File: src/rtl/bcd_digit_packer.sv
// Serial BCD digit packer: MSD-first digits in, right-aligned packed-BCD frame out.
// Optional `DIGIT_CHECK_EN`: reject digits above 9, abort the frame and raise sticky err.
module bcd_digit_packer #(
  parameter int NUM_DIGITS = 2
) (
  input  logic                    clk,
  input  logic                    rst,
  input  logic                    clear,
  input  logic [3:0]              digit_in,
  input  logic                    digit_valid,
  output logic                    digit_ready,
  input  logic                    commit,
  output logic [4*NUM_DIGITS-1:0] bcd_out,
  output logic                    bcd_valid,
  input  logic                    bcd_ready,
  output logic [3:0]              digit_count,
  output logic                    err
);

  localparam int         W    = 4 * NUM_DIGITS;
  localparam logic [3:0] LAST = 4'(NUM_DIGITS);

  typedef enum logic {COLLECT, HOLD} state_t;

  state_t         state_q, state_d;
  logic [W-1:0]   bcd_q, bcd_d, shifted;
  logic [3:0]     cnt_q, cnt_d;
  logic           err_q, err_d;
  logic           accept, bad_digit;

  generate
    if (NUM_DIGITS == 1) begin : g_load
      assign shifted = digit_in;
    end else begin : g_shift
      assign shifted = {bcd_q[W-5:0], digit_in};
    end
  endgenerate

`ifdef DIGIT_CHECK_EN
  assign bad_digit = (digit_in > 4'd9);
`else
  assign bad_digit = 1'b0;
`endif

  assign accept      = digit_valid && (state_q == COLLECT);
  assign digit_ready = (state_q == COLLECT) && !rst;
  assign bcd_valid   = (state_q == HOLD);
  assign bcd_out     = bcd_q;
  assign digit_count = cnt_q;
  assign err         = err_q;

  always_comb begin
    state_d = state_q;
    bcd_d   = bcd_q;
    cnt_d   = cnt_q;
    err_d   = err_q;
    if (clear) begin
      state_d = COLLECT;
      bcd_d   = '0;
      cnt_d   = '0;
      err_d   = 1'b0;
    end else begin
      unique case (state_q)
        COLLECT: begin
          if (accept && bad_digit) begin
            // Invalid digit kills the partial frame; a same-cycle commit has nothing to close.
            bcd_d = '0;
            cnt_d = '0;
            err_d = 1'b1;
          end else if (accept) begin
            bcd_d = shifted;
            cnt_d = cnt_q + 4'd1;
            if ((cnt_q + 4'd1 == LAST) || commit) state_d = HOLD;
          end else if (commit && (cnt_q != 4'd0)) begin
            state_d = HOLD;
          end
        end
        HOLD: begin
          if (bcd_ready) begin
            state_d = COLLECT;
            bcd_d   = '0;
            cnt_d   = '0;
          end
        end
        default: state_d = COLLECT;
      endcase
    end
  end

  always_ff @(posedge clk) begin
    if (rst) begin
      state_q <= COLLECT;
      bcd_q   <= '0;
      cnt_q   <= '0;
      err_q   <= 1'b0;
    end else begin
      state_q <= state_d;
      bcd_q   <= bcd_d;
      cnt_q   <= cnt_d;
      err_q   <= err_d;
    end
  end

endmodule

File: config.mk
export PLATFORM = sky130hd
export DESIGN_NAME = bcd_digit_packer
export DESIGN_NICKNAME = d
export VERILOG_FILES = /design/src/rtl/bcd_digit_packer.sv
export SDC_FILE = /design/constraint.sdc
export NUM_CORES = 1
export LEC_CHECK = 0
export CAP_MARGIN = 20
export CELL_PAD_IN_SITES_DETAIL_PLACEMENT = 1
export CELL_PAD_IN_SITES_GLOBAL_PLACEMENT = 2
export CORE_UTILIZATION = 25
export DETAILED_ROUTE_END_ITERATION = 12
export PLACE_DENSITY = 0.89
export RECOVER_POWER = 25
export SLEW_MARGIN = 20
export SYNTH_ARGS = -nofsm -noshare
export SYNTH_HDL_FRONTEND = slang
export SYNTH_SLANG_ARGS = --single-unit
File: constraint.sdc
create_clock -name clk -period 2.6 [get_ports clk]
set_input_delay 0.52 -clock clk [delete_from_list [all_inputs] [get_ports clk]]
set_output_delay 0.52 -clock clk [all_outputs]
set_load 0.005 [all_outputs]
After elaboration in Yosys (flattened, before gate mapping)
Cells that the tools add are included.
{ "word_totals": {"ff_bits": 13, "input_bits": 10, "output_inout_bits": 15, "wordCells": 27} }
{ "op_classes": {"add_sub_neg": 1, "n_eq_ne": 3, "muxes": 11, "bitwise": 1, "n_reduce_logical": 8} }
{ "op_table": {"columns": ["cell", "n"], "rows": [
  ["$mux 8", 2],
  ["$pmux 8 s2", 1],
  ["$mux 4", 2],
  ["$pmux 4 s2", 1],
  ["$add 4x1->4 const B", 1],
  ["$eq 4x2->1 const B", 1],
  ["$mux 1", 4],
  ["$ne 2x2->1 const B", 2],
  ["$reduce_bool 4->1", 1],
  ["$logic_and 1x1->1", 3],
  ["$pmux 1 s2", 1],
  ["$reduce_and 2->1", 1],
  ["$reduce_or 2->1", 1],
  ["$logic_not 1->1", 1],
  ["$logic_or 1x1->1", 1],
  ["$not 1->1", 1]
]} }

Logic depth before layout (Yosys ltp)
{ "logic_depth": {"depth_word": 6, "depth_mapped": 5, "mapped_depth_nobuf": 5} }

Worst setup path after synthesis
Ideal clock, no wire load.
{ "synth_path": {"path_type": "flip-flop to flip-flop", "startpoint": "register cnt_q[0], in the netlist digit_count[0]", "endpoint": "register state_q, in the netlist bcd_valid", "setup_time_ps": 126, "t_arrival_ps": 1228, "path_slack_ps": 1246, "path_stages_with_launch": 6, "path_buffers": 0, "period_less_slack_ps": 1354, "path_cell_list": "dfxtp_1 > inv_1 > ha_1 > or4b_4 > a21oi_2 > a221oi_2"} }
{ "synth_via": {"elab_chain_len": 6, "word_cells_on_any_way": 9, "cone_classes": "add/sub (1); eq/ne (1); mux (4); reduce/logical (3)"} }
{ "synth_lines": {"columns": ["element", "line", "rtl"], "rows": [
  ["from (decl)", "27", "logic [3:0] cnt_q, cnt_d;"],
  ["from (signal assigned)", "99", "cnt_q <= cnt_d;"],
  ["$add 4x1->4", "73", "if ((cnt_q + 4'd1 == LAST) || commit) state_d = HOLD;"],
  ["$eq 4x2->1", "73", null],
  ["$logic_or 1x1->1", "73", null],
  ["$mux 1", "73", null],
  ["$mux 1 *", "70", "end else if (accept) begin"],
  ["$pmux 1 s2 *", "63", "unique case (state_q)"],
  ["to (signal assigned)", "97", "state_q <= state_d;"],
  ["to (decl)", "25", "state_t state_q, state_d;"]
]} }
Every way passes the cells marked *; elsewhere a longest branch is shown, timed or not.
A chain may end at the register's enable or synchronous reset.

Worst setup path after layout
{ "layout_path": {"startpoint": "input rst", "endpoint": "output digit_ready"} }
{ "layout_via": {"elab_chain_len": 2} }
{ "layout_lines": {"columns": ["element", "line", "rtl"], "rows": [
  ["from (decl)", "7", "input logic rst,"],
  ["$logic_not 1->1", "46", "assign digit_ready = (state_q == COLLECT) && !rst;"],
  ["$logic_and 1x1->1", "46", null],
  ["to (decl)", "11", "output logic digit_ready,"]
]} }
No other way between the ends.

==> results.json <==
{
  "grt_max_degree": 14,
  "drive_gt1_frac": 0.1163,
  "core_um2": 2276,
  "relSlewSlack": 0.4713,
  "share_seq_of_total_power": 0.531,
  "r2r-end": "bcd_out[4]",
  "yosysTopAreaCell": "dfxtp_1",
  "wire_per_inst_um": 12.61,
  "holdCritPathClass": "register to register",
  "ys_types": 27,
  "synthTopCellsByArea": "dfxtp_1 (42%), a22oi_1 (11%), ha_1 (6.1%)",
  "n_fill_cell": 257,
  "grt_pass1_vias": 517,
  "pwr_density_cell_nw_per_um2": 451.5,
  "grt_pass1_wl_um": 2304,
  "grt_setup_unrepaired": "no",
  "fin_crit_sh": 0.7817,
  "crit_path_end_kind": "output port",
  "hold_buffers": 0,
  "finalSetupTns_ps": 0,
  "dieWidth_um": 51.62,
  "antenna_cells": 0,
  "root_buffer": "clkbuf_4",
  "cts_made_buffers": 3,
  "power_frac_comb": 0.142,
  "design_area_um2": 873.3,
  "num_io_pins": 25,
  "p_sw_uw": 101.7,
  "cp.required_ps": 2080,
  "drc": 0,
  "async_flop_share": 0,
  "cellInternalPower_uw": 292.6,
  "clkPwrFrac": 0.328,
  "antenna_left": 0,
  "whs_path_depth": 2,
  "cts.clk_slew.worst_paths_ps": 90,
  "cp_max_fo": 2,
  "synth_top_area_share": 0.4228,
  "ff2ff_path_depth": 3,
  "ys_warn_count": 0,
  "final.setup_skew_ps": 2.230,
  "clk_path_buf_depth": 2,
  "num_vias": 566,
  "cts_setup_buffers": 0,
  "vias_per_cell": 4.965,
  "synth.net_count": 76,
  "arrival_ps": 1510,
  "synth_seq_cells": 13,
  "fin_util": 0.3837,
  "ff2ff_setup_slack_ps": 1010,
  "swShare": 0.2580,
  "hold_viol": 0,
  "rows": 17,
  "hpwl_um": 1037,
  "grt_usage": 0.1172,
  "syn2layout_area_growth_pct": 41.87,
  "cts.sinks": 13,
  "path_class": "input pin to output port",
  "antenna_found_initial": 0,
  "routed_wl_um": 1438,
  "fmax_ghz": 0.4920,
  "dr.first_iter.drc_count": 5,
  "start_util": 0.2705,
  "synth_edf_count": 0,
  "drv_slew": 0,
  "cts_tree": "yes",
  "synth_ff_type": "dfxtp_1",
  "clock_latency_ps": 280,
  "place_area_um2": 855.8,
  "dieHeight_um": 51.62,
  "min_to": "bcd_out[6]",
  "globalRoute.totalOverflow": 0,
  "tightestPinTransition_ps": 770.9,
  "post-route-min-period_ps": 2032,
  "synthesis.area_um2": 615.6,
  "syn_area_per_cell_um2": 9.771,
  "reg2reg_from": "bcd_valid",
  "worstSetupStartpointType": "input pin",
  "setup-violations-final": 0,
  "cap_violations": 0,
  "h-tree-depth": 1,
  "synth_cells": 63,
  "io_buffers": 23,
  "drt-pass1-iter-count": 4,
  "hp-start": "bcd_out[6]",
  "status": "completed",
  "ctsResizeCount": 0,
  "ys_seq_area_frac": 0.4228,
  "die-area_um2": 2665,
  "layout.nets": 100,
  "max-vdd-ir-drop_mv": 0.2503,
  "power_leakage_uw": 0.0003094,
  "routabilityCongestion": 0.7411
}
power groups by stage:
stage	logic [uW]	clock network, uW	registers (uW)
global placement	57.8	0	214
floorplan	30.0	0	212
detailed placement	58.9	0	214
finish	55.9	129	209
CTS	59.2	135	210
global route	61.0	144	210
flip-flops by register name, summed over array words and instances, names as in the netlist:
register,cells
bcd_out,8
bcd_valid,1
digit_count,4
cell usage after synthesis (all sizes together), types with 2 or more instances:
master and number:
a21oi 3, a22oi 9, a311oi 2, buf 4, dfxtp 13, ha 3, inv 2, nand2 2
nor2 10
cells by family (layout without fill, tap and decap cells):
group | after synthesis | in the layout | share of synthesized area
buffers and inverters | 7 | 30 | 0.06504
multiplexers | 1 | 1 | 0.02235
AO/OA/AOI/OAI | 20 | 20 | 0.2622
AND/OR/NAND/NOR | 17 | 17 | 0.1464
flip-flops | 13 | 13 | 0.4228
other | 1 | 1 | 0.006092
adder cells (fa/ha/maj) | 3 | 3 | 0.06098
XOR/XNOR | 1 | 1 | 0.01423
layout by cell type (no fill, tap or decap), drive strengths merged:
| cell type | instances |
|---|---|
| a41o | 1 |
| a311oi | 2 |
| nor2 | 10 |
| mux2i | 1 |
| conb | 1 |
| a221oi | 1 |
| nor2b | 1 |
| a21oi | 3 |
| xnor2 | 1 |
| clkbuf | 4 |
| dlygate4sd3 | 1 |
| dfxtp | 13 |
| clkinv | 1 |
| and4 | 1 |
| clkdlybuf4s50 | 22 |
| or2 | 1 |
| or4b | 1 |
| a41oi | 1 |
| a21o | 1 |
| a22oi | 9 |
| nand2 | 2 |
| ha | 3 |
| a31oi | 1 |
| nand2b | 1 |
| o2111ai | 1 |
| inv | 2 |
worst max path at each step:
stage	start	endpoint	slack, ps
after detailed placement	rst	digit_ready	550
after global placement	rst	digit_ready	570
final	rst	digit_ready	570
after global routing	digit_valid	bcd_out[1]	510
after CTS	rst	digit_ready	560
after floorplan	digit_count[0]	bcd_valid	1250
stage by stage:
| step | std cells | worst slack, ps | hold WS [ps] | power (uW) |
|---|---|---|---|---|
| 5_1_grt | 114 | 514.1 | 572.5 | 415.3 |
| 3_5_place_dp | 110 | 553.4 | 491.0 | 273.1 |
| 4_1_cts | 114 | 556.5 | 517.3 | 403.5 |
| 2_1_floorplan | 63 | 1246 | 489.7 | 241.8 |
| 6_report | 114 | 567.7 | 508.3 | 394.3 |
| 3_3_place_gp | 110 | 565.9 | 489.2 | 271.8 |
critical path, cell delays in order:
cell and delay (ps):
clkdlybuf4s50_1 410, nor2_1 80, clkdlybuf4s50_1 500
routing by layer:
metal  track usage  wire, um  part of all wire  vias to the layer above
li1              -         -                 -                      277
met4       0.01351         0                 0                        0
met5             0         0                 0                        -
met1        0.1352       691              0.48                      267
met3       0.05848       114             0.079                        0
met2        0.1991       633              0.44                       22
cell type report:
class	count	area, um2	area share
clock inverters	1	5.005	0.005731
well taps	28	35.03	0.04011
flip-flops and latches	13	260.3	0.2980
multi-input cells	43	309.0	0.3539
inverters	2	7.507	0.008596
repair buffers	24	234.0	0.2679
clock buffers	3	22.52	0.02579
Note: power is estimated with default switching activity, not from simulation.
